**config.mk**
```make
export PLATFORM = sky130hd
export DESIGN_NAME = palindrome_check_scheduler_flat
export DESIGN_NICKNAME = d
export VERILOG_FILES = /design/src/rtl/palindrome_check_scheduler_if.sv /design/src/rtl/palindrome_check_scheduler.sv /design/src/flat_wrapper.sv
export SDC_FILE = /design/constraint.sdc
export NUM_CORES = 1
export LEC_CHECK = 0
export ABC_AREA = 1
export BUFFER_PORTS_ARGS = -buffer_cell sky130_fd_sc_hd__buf_2
export CORE_ASPECT_RATIO = 1.25
export CORE_MARGIN = 1.5
export CORE_UTILIZATION = 53
export CTS_CLUSTER_DIAMETER = 60
export DETAILED_ROUTE_END_ITERATION = 12
export PLACE_DENSITY = 0.85
export SLEW_MARGIN = 10
export SYNTH_ARGS = -nofsm -noshare
export SYNTH_HDL_FRONTEND = slang
export SYNTH_SLANG_ARGS = --single-unit
```
**constraint.sdc**
```tcl
create_clock -name clk -period 5.3 [get_ports clk]
set_clock_uncertainty 0.2 [all_clocks]
set_input_delay 0.265 -clock clk [delete_from_list [all_inputs] [get_ports clk]]
set_output_delay 0.265 -clock clk [all_outputs]
set_load 0.01 [all_outputs]
```
**src/rtl/palindrome_check_scheduler_if.sv**
```systemverilog
// Request/result bundle for palindrome_check_scheduler.
// The master side holds the requesters and the result consumer; the slave side is the scheduler.
interface palindrome_check_scheduler_if #(
    parameter int NUM_REQ = 4,
    parameter int WIDTH   = 8
);
    logic [NUM_REQ-1:0]         req_valid;
    logic [NUM_REQ*WIDTH-1:0]   req_num;
    logic [NUM_REQ-1:0]         req_ready;
    logic                       res_valid;
    logic                       res_ready;
    logic                       res_is_pal;
    logic [$clog2(NUM_REQ)-1:0] res_id;
    logic [WIDTH-1:0]           res_num;

    modport master (
        output req_valid, req_num, res_ready,
        input  req_ready, res_valid, res_is_pal, res_id, res_num
    );

    modport slave (
        input  req_valid, req_num, res_ready,
        output req_ready, res_valid, res_is_pal, res_id, res_num
    );
endinterface

```
**src/rtl/palindrome_check_scheduler.sv**
```systemverilog
// Round-robin shared serial bit-palindrome checker, one mirrored bit pair per clock.
// Define PAL_EARLY_EXIT_EN to finish a check on the first mismatching pair.
module palindrome_check_scheduler #(
    parameter int NUM_REQ = 4,
    parameter int WIDTH   = 8
) (
    input  logic                       clk,
    input  logic                       rst_n,
    palindrome_check_scheduler_if.slave bus,
    output logic                       busy
);
    localparam int ID_W  = $clog2(NUM_REQ);
    localparam int IDX_W = $clog2(WIDTH);
    localparam logic [IDX_W-1:0] LAST_IDX = IDX_W'(WIDTH / 2 - 1);

    localparam logic [1:0] IDLE  = 2'd0;
    localparam logic [1:0] CHECK = 2'd1;
    localparam logic [1:0] DONE  = 2'd2;

    logic [1:0]       state;
    logic [ID_W-1:0]  last_grant;
    logic [ID_W-1:0]  grant_idx;
    logic             grant_found;
    logic [IDX_W-1:0] idx;
    logic             match;
    logic [WIDTH-1:0] num_rev;
    logic             bit_ok;
    logic             next_match;
    logic             finish;

    // Search starts just past the previous winner so every requester gets a turn.
    always_comb begin
        grant_found = 1'b0;
        grant_idx   = '0;
        for (int k = 1; k <= NUM_REQ; k++) begin
            if (!grant_found && bus.req_valid[(int'(last_grant) + k) % NUM_REQ]) begin
                grant_found = 1'b1;
                grant_idx   = ID_W'((int'(last_grant) + k) % NUM_REQ);
            end
        end
    end

    always_comb begin
        bus.req_ready = '0;
        if (state == IDLE && grant_found) begin
            bus.req_ready[grant_idx] = 1'b1;
        end
    end

    always_comb begin
        for (int i = 0; i < WIDTH; i++) begin
            num_rev[i] = bus.res_num[WIDTH-1-i];
        end
    end

    assign bit_ok     = (bus.res_num[idx] == num_rev[idx]);
    assign next_match = match & bit_ok;

`ifdef PAL_EARLY_EXIT_EN
    assign finish = !bit_ok || (idx == LAST_IDX);
`else
    assign finish = (idx == LAST_IDX);
`endif

    assign busy = (state != IDLE);

    // The captured number doubles as the result field, so it stays stable through DONE.
    always_ff @(posedge clk or negedge rst_n) begin
        if (!rst_n) begin
            state          <= IDLE;
            last_grant     <= ID_W'(NUM_REQ - 1);
            idx            <= '0;
            match          <= 1'b0;
            bus.res_valid  <= 1'b0;
            bus.res_is_pal <= 1'b0;
            bus.res_id     <= '0;
            bus.res_num    <= '0;
        end else begin
            case (state)
                IDLE: begin
                    if (grant_found) begin
                        bus.res_num <= bus.req_num[int'(grant_idx)*WIDTH +: WIDTH];
                        bus.res_id  <= grant_idx;
                        last_grant  <= grant_idx;
                        idx         <= '0;
                        match       <= 1'b1;
                        state       <= CHECK;
                    end
                end
                CHECK: begin
                    match <= next_match;
                    if (finish) begin
                        bus.res_is_pal <= next_match;
                        bus.res_valid  <= 1'b1;
                        state          <= DONE;
                    end else begin
                        idx <= idx + 1'b1;
                    end
                end
                DONE: begin
                    if (bus.res_ready) begin
                        bus.res_valid <= 1'b0;
                        state         <= IDLE;
                    end
                end
                default: state <= IDLE;
            endcase
        end
    end
endmodule

```
**src/flat_wrapper.sv**
```systemverilog
// flat-port wrapper written by rule: the top's interface ports become plain ports
module palindrome_check_scheduler_flat 
#(
    parameter int NUM_REQ = 4,
    parameter int WIDTH   = 8
)
  (clk, rst_n, busy, bus_req_valid, bus_req_num, bus_res_ready, bus_req_ready, bus_res_valid, bus_res_is_pal, bus_res_id, bus_res_num);
  palindrome_check_scheduler_if #(.NUM_REQ(NUM_REQ), .WIDTH(WIDTH)) bus_i ();
  input  logic clk;
  input  logic rst_n;
  output logic busy;
  input wire logic [$bits(bus_i.req_valid)-1:0] bus_req_valid;
  input wire logic [$bits(bus_i.req_num)-1:0] bus_req_num;
  input wire logic [$bits(bus_i.res_ready)-1:0] bus_res_ready;
  output wire logic [$bits(bus_i.req_ready)-1:0] bus_req_ready;
  output wire logic [$bits(bus_i.res_valid)-1:0] bus_res_valid;
  output wire logic [$bits(bus_i.res_is_pal)-1:0] bus_res_is_pal;
  output wire logic [$bits(bus_i.res_id)-1:0] bus_res_id;
  output wire logic [$bits(bus_i.res_num)-1:0] bus_res_num;
  assign bus_i.req_valid = bus_req_valid;
  assign bus_i.req_num = bus_req_num;
  assign bus_i.res_ready = bus_res_ready;
  assign bus_req_ready = bus_i.req_ready;
  assign bus_res_valid = bus_i.res_valid;
  assign bus_res_is_pal = bus_i.res_is_pal;
  assign bus_res_id = bus_i.res_id;
  assign bus_res_num = bus_i.res_num;
  palindrome_check_scheduler #(.NUM_REQ(NUM_REQ), .WIDTH(WIDTH)) u_core (.clk(clk), .rst_n(rst_n), .bus(bus_i), .busy(busy));
endmodule
```
==> results of run 1 <==
==> cells in the mapped netlist (2+ instances only) <==
cell type / count
nand3_4: 2
nor2_1: 11
inv_1: 11
nand4_1: 16
inv_2: 5
nand2_2: 16
nand2_1: 62
dfstp_2: 2
nand3_1: 35
a21oi_1: 3
o21ai_0: 11
buf_2: 5
ha_1: 2
dfrtp_1: 18
xnor2_1: 3
==> what timing repair did <==
action | CTS | global route
hold endpoints to repair | 19 | 0
endpoints found under the setup margin | 0 | 0
hold buffers | 2 | 0
buffers inserted | 0 | 0
==> layer usage <==
metal / GRT usage [%] / vias up / part of all wire (%)
met3: 1.42 / 4 / 4.0
met1: 31.4 / 736 / 45
met4: 10.1 / 0 / 1.6
met2: 40.1 / 45 / 49
li1: - / 831 / -
met5: 0 / - / 0
==> worst min path at each step <==
stage	end	depth (start not counted)	startpoint
finish	u_core.bus.res_num[3]	5	bus_req_num[3]
detailed placement	u_core.bus.res_num[4]	1	rst_n
CTS	u_core.bus.res_num[3]	5	bus_req_num[3]
global placement	u_core.bus.res_num[5]	1	rst_n
global route	u_core.bus.res_num[3]	5	bus_req_num[3]
floorplan	u_core.bus.res_id[0]	0	rst_n
==> cell type report <==
| class | count | area (µm²) |
|---|---|---|
| fill | 264 | 876 |
| multi-input combinational | 171 | 895 |
| sequential | 20 | 503 |
| inverter | 17 | 68.8 |
| clock buffer | 4 | 26.3 |
| tap | 34 | 42.5 |
| timing repair buffer | 57 | 295 |
==> worst reg2reg max path, delay by kind of cell (launching register included) <==
family | cells | cell delay [ns]
buffers and inverters | 2 | 0.42
flip-flops | 1 | 0.68
AND/OR/NAND/NOR | 9 | 1.11
==> registers in the layout, indices dropped and copies added, names as in the netlist <==
| register | flops |
|---|---|
| u_core.idx | 3 |
| u_core.bus.res_valid | 1 |
| u_core.last_grant | 2 |
| u_core.bus.res_is_pal | 1 |
| u_core.match | 1 |
| u_core.bus.res_num | 8 |
| u_core.state | 2 |
| u_core.bus.res_id | 2 |
==> power groups by stage <==
stage | registers, mW | clock network (mW) | logic, mW
after detailed placement | 0.313 | 0 | 0.978
final | 0.312 | 0.0726 | 0.982
after floorplan | 0.308 | 0 | 0.831
after global placement | 0.311 | 0 | 0.965
after CTS | 0.311 | 0.0749 | 0.981
after global routing | 0.323 | 0.0828 | 1.11
==> cell families after synthesis <==
group | after synthesis
DFF | 20
xor gates and xnor gates | 4
buffers and inverters | 25
adders and majority gates | 2
AOI/OAI and AO/OA | 19
and+or+nand+nor | 146
==> metrics, run 1 <==
status finished, final reports clean; R2R cell count 11; setup repair after global routing missed its margin false; Yosys cell types 29; Req. time, crit path 4.84 ns; die area 3220 µm²; Internal 0.601 mW; CTS buffer count 3; Core ar. 2710 µm²; Detailed Route Iter0 Violations 61; port bufs 55; crit path capture type output port; Placement Rows 21; Leak 0.991 nW; dpl cells 297; critical path cell sequence nand2_1, nand2_2, nand2_1, nand2_1, inv_1, nand3_4, nand2_2, inv_2, nand2_1, nor2_1, buf_2; Crit Reg-Reg Endpoint u_core.bus.res_num[2]; clock sinks 20; Tot GR Track Use 23.9%; share of the synthesized area in the top cell type 29.4%; CTS tree done; pwr dens 746 nW/µm²; Mapped Avg Cell Area 7.08 µm²; R2R Setup Slk 2.79 ns; first-pass GRT wire length 6.04 mm; drc violations 0; power share of the clock group 5.3%; P_sw 0.766 mW; async set-reset flop share out of synthesis 100%; Worst Setup EP bus_req_ready[3]; element type at the critical path start flop; layout cells sized above 1 33.1%; final critical-path setup slack 2.31 ns; drt wl/cell 11.7 µm; period utilisation layout 56.4%; post-CTS sizing 0; drt pass-1 iters 4; Crit Path Max Fanout 18; GP Congestion 0.914; area leader, netlist dfrtp_1; Final Setup Violations 0; root buffer cell clkbuf_4; Fmax 0.335 GHz; I/O pin count 56; top post-synthesis cells by area dfrtp_1, nand2_1, nand3_1; Mapped Nets 257; Main synth FF type dfrtp_1; global route overflow 0; max_cap viols 0; Placed Area 1780 µm²; H-Tree Depth 1; most common cell after layout, fill and taps aside nand2_1; worst vdd ir 478 µV; n_diodes 0; Hold WS 0.0925 ns; Crit path depth 11; post-synthesis simple-gate area fraction 47.5%; Nets 311; Avg Vias per Cell 5.33; ANT nets after route 0; Worst EP arrival 2.52 ns; fin util 67.6%; non-filler cells, final 303; Synthesis Warnings 0; Synth Area in XOR/XNOR 2.29%; sw frac 56.0%; Syn Inst Count 216; Detailed Route WL 3.55 mm; crit-path most repeated cell nand2_1; number of flops mapped to enable cells by yosys 0; sequential-to-total area share from yosys stat 32.9%; Pins Over Slew Limit 0; pin count of the biggest net entering global routing 21; Least-Margin Pin Slew 0.525 ns; synth-to-layout area growth 19.6%; largest family of logic cells by synthesized area simple AND/OR/NAND/NOR gates; min Tclk post-route 2.99 ns; number of antenna violations at the first check in global routing 0; max incr delay on CP 0.68 ns; clk buf depth 2; vias in the first global route 1442; WP buf/inv 3; Vias 1616; Setup Total Neg Slack 0 ns; #FFs+latches synth 20; most frequent cells in the layout nand2_1, buf_2, nand3_1; Worst-path clk slew 0.10 ns; Comb pwr share 71.9%; Synth Area in Adders 1.64%; Slew HR 64.9%; mux share of post-synthesis cell area 0%; final-report hold violation count 0; die height 63.1 µm; slowest CP cell dfstp_2; CP Class reg -> out; DP Worst Slack 2.65 ns; largest delay contributor family on the critical path simple AND/OR/NAND/NOR gates; Crit. Startpoint u_core.last_grant[0]; sequential power share 22.8%; Starting Density 56.5%; hold crit path type in -> reg; reg-to-reg startpoint u_core.last_grant[0]; DP HPWL 2.76 mm; mapped cell area 1530 µm²; Synth Area in Compound Gates 7.03%; Pwr Total 1.37 mW; Die Width 51.1 µm; latest clock arrival within the worst-skew pair 0.30 ns; final instance area 1830 µm²
Note: power is estimated with default switching activity, not from simulation.
==> inputs of run 2 (changes only) <==
--- a/config.mk
+++ b/config.mk
@@ -9,10 +9,10 @@
 export BUFFER_PORTS_ARGS = -buffer_cell sky130_fd_sc_hd__buf_2
 export CORE_ASPECT_RATIO = 1.25
 export CORE_MARGIN = 1.5
-export CORE_UTILIZATION = 53
+export CORE_UTILIZATION = 45
 export CTS_CLUSTER_DIAMETER = 60
 export DETAILED_ROUTE_END_ITERATION = 12
-export PLACE_DENSITY = 0.85
+export PLACE_DENSITY = 0.77
 export SLEW_MARGIN = 10
 export SYNTH_ARGS = -nofsm -noshare
 export SYNTH_HDL_FRONTEND = slang
==> constraint.sdc (replaced) <==
create_clock -name clk -period 2.7 [get_ports clk]
set_clock_uncertainty 0.2 [all_clocks]
set_input_delay 0.135 -clock clk [delete_from_list [all_inputs] [get_ports clk]]
set_output_delay 0.135 -clock clk [all_outputs]
set_load 0.01 [all_outputs]
==> metrics, run 2 (synthesis results as in run 1) <==
non-filler cells, final 317 (was 303); vias in the first global route 1487 (was 1442); R2R Setup Slk 0.40 ns (was 2.79 ns); most frequent cells in the layout nand2_1, buf_2, nand3_1 (unchanged); dpl cells 303 (was 297); CTS tree done (unchanged); Placement Rows 23 (was 21); P_sw 1.55 mW (was 0.766 mW); synth-to-layout area growth 27.6% (was 19.6%); sequential power share 20.4% (was 22.8%); Detailed Route Iter0 Violations 64 (was 61); crit path capture type output port (unchanged); period utilisation layout 91.5%; R2R cell count 14 (was 11); Endpoint, Worst Hold u_core.bus.res_num[5] (was u_core.bus.res_num[3]); Pins Over Slew Limit 0 (unchanged); final-report hold violation count 0 (unchanged); Worst Min Path Start bus_req_num[5] (was bus_req_num[3]); element type at the critical path start flop (unchanged); Avg Vias per Cell 5.31 (was 5.33); Hold Path Depth 5 (unchanged); Starting Density 47.5% (was 56.5%); I/O pin count 56 (unchanged); Fmax 0.405 GHz; layout cells sized above 1 35.4% (was 33.1%); Worst-path clk slew 0.07 ns (was 0.10 ns); sw frac 53.0% (was 56.0%); Crit Reg-Reg Endpoint u_core.bus.res_num[3] (was u_core.bus.res_num[2]); Setup Total Neg Slack 0 ns (unchanged); Least-Margin Pin Slew 0.443 ns (was 0.525 ns); Final Setup Violations 0 (unchanged); CTS buffer count 3 (unchanged); max_cap viols 0 (unchanged); root buffer cell clkbuf_8 (was clkbuf_4); H-Tree Depth 1 (unchanged); global route overflow 0 (unchanged); latest clock arrival within the worst-skew pair 0.27 ns (was 0.30 ns); Detailed Route WL 3.77 mm (was 3.55 mm); min Tclk post-route 2.47 ns; first-pass GRT wire length 6.22 mm (was 6.04 mm); Crit Path Max Fanout 9 (was 18); Vias 1684 (was 1616); max reg flops 8 (unchanged); worst vdd ir 907 µV (was 478 µV); Worst EP arrival 2.13 ns (was 2.52 ns); die height 68.2 µm (was 63.1 µm); Internal 1.37 mW (was 0.601 mW); Multi-input gate area 895 µm² (unchanged); Die Width 55.2 µm (was 51.1 µm); fillers 306 (was 264); power share of the clock group 8.0% (was 5.3%); FF+latch area 503 µm² (unchanged); number of antenna violations at the first check in global routing 0 (unchanged); crit-path most repeated cell nand2_1 (unchanged); DP HPWL 2.83 mm (was 2.76 mm); GP Congestion 0.843 (was 0.914); CP Class reg -> out (unchanged); clock sinks 20 (unchanged); critical path cell sequence buf_4, nand2_1, nand2_2, nand2_1, nand2_1, inv_1, nand3_1, nand3_1, buf_4, nor2_1, buf_2 (was nand2_1, nand2_2, nand2_1, nand2_1, inv_1, nand3_4, nand2_2, inv_2, nand2_1, nor2_1, buf_2); Slew HR 70.5% (was 64.9%); reg-to-reg startpoint u_core.last_grant[0] (unchanged); Biggest register u_core.bus.res_num (unchanged); Req. time, crit path 2.37 ns (was 4.84 ns); port bufs 55 (unchanged); slowest CP cell dfstp_2 (unchanged); ANT nets after route 0 (unchanged); pin count of the biggest net entering global routing 21 (unchanged); biggest regs u_core.bus.res_num x8, u_core.idx x3 (unchanged); drt pass-1 iters 5 (was 4); status finished, final reports clean (unchanged); Tot GR Track Use 22.6% (was 23.9%); setup repair after global routing missed its margin false (unchanged); Comb pwr share 71.7% (was 71.9%); Core ar. 3220 µm² (was 2710 µm²); max incr delay on CP 0.61 ns (was 0.68 ns); pwr dens 1500 nW/µm² (was 746 nW/µm²); most common cell after layout, fill and taps aside nand2_1 (unchanged); Nets 322 (was 311); drt wl/cell 11.9 µm (was 11.7 µm); die area 3760 µm² (was 3220 µm²); drc violations 0 (unchanged); clk buf depth 2 (unchanged); hold crit path type in -> reg (unchanged); Leak 1.05 nW (was 0.991 nW); n_diodes 0 (unchanged)
==> run 2: changes by cell type in the layout (fill, tap and decap cells not counted) <==
| cell | delta |
|---|---|
| dlygate4sd3_1 | +2 |
| inv_2 | -1 |
| buf_4 | +9 |
| clkbuf_1 | -1 |
| inv_4 | +1 |
| clkbuf_8 | +4 |
| clkbuf_4 | -3 |
==> run 2: final cells by class <==
class	count	area share [%]
inverters	17	3.65
well taps	37	2.37
repair buffers	68	19.6
clock buffers	4	2.82
flip-flops and latches	20	25.8
multi-input cells	171	45.8
==> run 2: repair_timing <==
| action | in CTS | in global routing |
|---|---|---|
| hold endpoints to repair | 24 | 0 |
| endpoints found under the setup margin | 0 | 4 |
| hold buffers | 4 | 0 |
| setup buffers | 0 | 6 |
| gates resized for setup | 0 | 2 |
==> run 2: worst max-delay path, delay by kind of cell, from the launching register on <==
kind / cells / cell delay [ns]
buffers and inverters: 4 / 0.59
and+or+nand+nor: 7 / 0.65
DFF: 1 / 0.61
==> run 2: per-layer routing <==
metal	track usage (%)	wire, µm	part of all wire (%)	up-vias
met4	10.1	74	2.0	0
met2	38.1	1910	51	62
met5	0	0	0	-
li1	-	-	-	855
met1	27.9	1570	42	762
met3	3.06	210	5.6	5
==> run 2: through the flow <==
step	worst slack, ns	hold slack, ns	total power, mW	cell area (µm²)	util, %
6_report	0.230	0.00377	2.93	1950	60.6
3_5_place_dp	0.325	-0.0919	2.59	1810	56.2
3_3_place_gp	0.349	-0.0944	2.55	1810	56.2
2_1_floorplan	0.643	-0.361	2.24	1530	-
4_1_cts	0.0119	0.00400	2.84	1910	59.1
5_1_grt	0.0402	0.0259	3.25	1950	60.6
==> run 2: worst max-delay path by stage <==
stage,startpoint,endpoint,slack (ns),depth (start not counted)
3_5_place_dp,u_core.last_grant[0],bus_req_ready[2],0.33,11
2_1_floorplan,u_core.last_grant[0],bus_req_ready[0],0.64,12
4_1_cts,u_core.last_grant[0],bus_req_ready[2],0.01,11
3_3_place_gp,u_core.last_grant[0],bus_req_ready[0],0.35,11
6_report,u_core.last_grant[0],bus_req_ready[0],0.23,11
5_1_grt,u_core.last_grant[0],bus_req_ready[0],0.04,11
==> run 2: power by group through the flow <==
stage / clock [mW] / combinational (mW) / sequential (mW)
floorplan: 0 / 1.63 / 0.604
global placement: 0 / 1.95 / 0.606
detailed placement: 0 / 1.98 / 0.608
CTS: 0.239 / 1.99 / 0.606
global route: 0.248 / 2.39 / 0.618
finish: 0.233 / 2.10 / 0.596
==> inputs of run 3 (changes only) <==
--- a/config.mk
+++ b/config.mk
@@ -6,13 +6,13 @@
 export NUM_CORES = 1
 export LEC_CHECK = 0
 export ABC_AREA = 1
-export BUFFER_PORTS_ARGS = -buffer_cell sky130_fd_sc_hd__buf_2
 export CORE_ASPECT_RATIO = 1.25
 export CORE_MARGIN = 1.5
-export CORE_UTILIZATION = 45
+export CORE_UTILIZATION = 57
 export CTS_CLUSTER_DIAMETER = 60
 export DETAILED_ROUTE_END_ITERATION = 12
-export PLACE_DENSITY = 0.77
+export DONT_BUFFER_PORTS = 1
+export PLACE_DENSITY = 0.75
 export SLEW_MARGIN = 10
 export SYNTH_ARGS = -nofsm -noshare
 export SYNTH_HDL_FRONTEND = slang
==> metrics, run 3 (synthesis results as in run 1) <==
Placement Rows 20 (was 23); most frequent cells in the layout nand2_1, nand3_1, dlygate4sd3_1 (was nand2_1, buf_2, nand3_1); Worst EP arrival 2.25 ns (was 2.13 ns); status finished, final reports clean (unchanged); dpl cells 243 (was 303); CTS tree done (unchanged); drc violations 0 (unchanged); Worst-path clk slew 0.12 ns (was 0.07 ns); Final Setup Violations 0 (unchanged); drt wl/cell 15.4 µm (was 11.9 µm); number of antenna violations at the first check in global routing 0 (unchanged); period utilisation layout 95.6% (was 91.5%); port bufs 0 (was 55); setup repair after global routing missed its margin true (was false); largest delay contributor family on the critical path simple AND/OR/NAND/NOR gates (unchanged); Crit Path Max Fanout 13 (was 9); fin util 78.8% (was 60.6%); crit path capture type output port (unchanged); first-pass GRT wire length 6.93 mm (was 6.22 mm); final-report hold violation count 0 (unchanged); drt pass-1 iters 5 (unchanged); worst vdd ir 1290 µV (was 907 µV); Slew HR 42.1% (was 70.5%); root buffer cell clkbuf_4 (was clkbuf_8); vias in the first global route 1590 (was 1487); synth-to-layout area growth 28.9% (was 27.6%); GP Congestion 0.853 (was 0.843); max incr delay on CP 0.67 ns (was 0.61 ns); DP HPWL 2.76 mm (was 2.83 mm); Core ar. 2500 µm² (was 3220 µm²); Least-Margin Pin Slew 0.865 ns (was 0.443 ns); I/O pin count 56 (unchanged); Detailed Route WL 4.39 mm (was 3.77 mm); Biggest register u_core.bus.res_num (unchanged); layout cells sized above 1 17.5% (was 35.4%); global route overflow 0 (unchanged); max_cap viols 0 (unchanged); Leak 0.946 nW (was 1.05 nW); clk buf depth 2 (unchanged); n_diodes 0 (unchanged); R2R Setup Slk 0.25 ns (was 0.40 ns); min Tclk post-route 2.58 ns (was 2.47 ns); clock sinks 20 (unchanged); Avg Vias per Cell 5.96 (was 5.31); max reg flops 8 (unchanged); ANT nets after route 0 (unchanged); Tot GR Track Use 30.3% (was 22.6%); pin count of the biggest net entering global routing 21 (unchanged); crit-path most repeated cell nand2_1 (unchanged); hold crit path type in -> async (was in -> reg); Starting Density 61.2% (was 47.5%); die height 60.9 µm (was 68.2 µm); Die Width 49.3 µm (was 55.2 µm); most common cell after layout, fill and taps aside nand2_1 (unchanged); latest clock arrival within the worst-skew pair 0.32 ns (was 0.27 ns); CTS buffer count 3 (unchanged); die area 3010 µm² (was 3760 µm²); Detailed Route Iter0 Violations 93 (was 64); Req. time, crit path 2.37 ns (about the same); critical path cell sequence nand2_1, nand2_2, nand2_1, nand2_1, inv_1, nand3_4, nand2_8, inv_4, nand2_2, nor2_1 (was buf_4, nand2_1, nand2_2, nand2_1, nand2_1, inv_1, nand3_1, nand3_1, buf_4, nor2_1, buf_2); slowest CP cell dfstp_2 (unchanged); Vias 1700 (was 1684); CP Class reg -> out (unchanged); Nets 294 (was 322); WP buf/inv 2 (was 4); Fmax 0.387 GHz (was 0.405 GHz); biggest regs u_core.bus.res_num x8, u_core.idx x3 (unchanged); H-Tree Depth 1 (unchanged); Pins Over Slew Limit 0 (unchanged); fillers 179 (was 306); pwr dens 1490 nW/µm² (was 1500 nW/µm²); non-filler cells, final 285 (was 317); element type at the critical path start flop (unchanged); Hold WS 0.158 ns (was 0.00377 ns)
## run 3: changes by cell type in the layout (fill, tap and decap cells not counted), moves of 2 or more
cell / change
buf_2: -55
dlygate4sd3_1: +30
clkbuf_8: -4
buf_4: -3
clkbuf_4: +3
nor2_1: -2
nor2_2: +2
## run 3: layout make-up
| class | count | area, µm² | share of cell area, % |
|---|---|---|---|
| multi-input cells | 171 | 918 | 46.6 |
| flip-flops and latches | 20 | 503 | 25.5 |
| inverters | 17 | 71.3 | 3.62 |
| clock inverters | 1 | 30.0 | 1.52 |
| clock buffers | 3 | 22.5 | 1.14 |
| well taps | 33 | 41.3 | 2.09 |
| repair buffers | 40 | 385 | 19.5 |
## run 3: final timing paths
check                                         to                 start  cells after the start
max                             bus_req_ready[0]  u_core.last_grant[0]                     10
min                         u_core.bus.res_valid                 rst_n                      1
max reg2reg                u_core.bus.res_num[2]  u_core.last_grant[0]                     13
min reg2reg                 u_core.bus.res_valid  u_core.bus.res_valid                      2
max in group asynchronous  u_core.bus.res_num[2]                 rst_n                      1
min in group clk            u_core.last_grant[0]      bus_req_valid[0]                      9
## run 3: routing by layer
metal	wire, µm	GRT usage, %	vias to the layer above
met5	0	0	-
li1	-	-	797
met2	2360	58.5	105
met4	121	14.7	0
met3	312	2.22	16
met1	1590	34.2	782
## run 3: worst reg2reg max path, stage by stage (launching register included)
cell and delay [ns]:
dfstp_2 0.67, inv_6 0.08, nand2_2 0.08, nand2_1 0.07
nand2_1 0.07, nand2_1 0.10, nor2_4 0.16, nand3_4 0.17
nand3_4 0.16, buf_4 0.25, nand2_1 0.10, nand3_1 0.08
nand3_1 0.11, nand2_1 0.08
## run 3: repair_timing
| item | in CTS | in global routing |
|---|---|---|
| setup buffers | 2 | 2 |
| hold buffers | 34 | 0 |
| resized for setup | 3 | 3 |
| endpoints found under the setup margin | 4 | 8 |
| hold endpoints to repair | 30 | 0 |
| pin swaps | 1 | 0 |
## run 3: power by group
group / switching, mW / total, mW / internal, mW
registers: 0.204 / 0.662 / 0.458
clock network: 0.0967 / 0.247 / 0.150
logic: 1.33 / 2.04 / 0.707
## run 3: metrics by stage
step | setup TNS (ns) | area (µm²) | setup WS, ns | power (mW)
final | 0 | 1970 | 0.118 | 2.95
after CTS | 0 | 1940 | 0.0236 | 2.82
after global placement | 0 | 1520 | 0.314 | 2.38
after floorplan | 0 | 1530 | 0.643 | 2.24
after detailed placement | 0 | 1520 | 0.190 | 2.45
after global routing | -0.00269 | 1970 | -0.00269 | 3.18
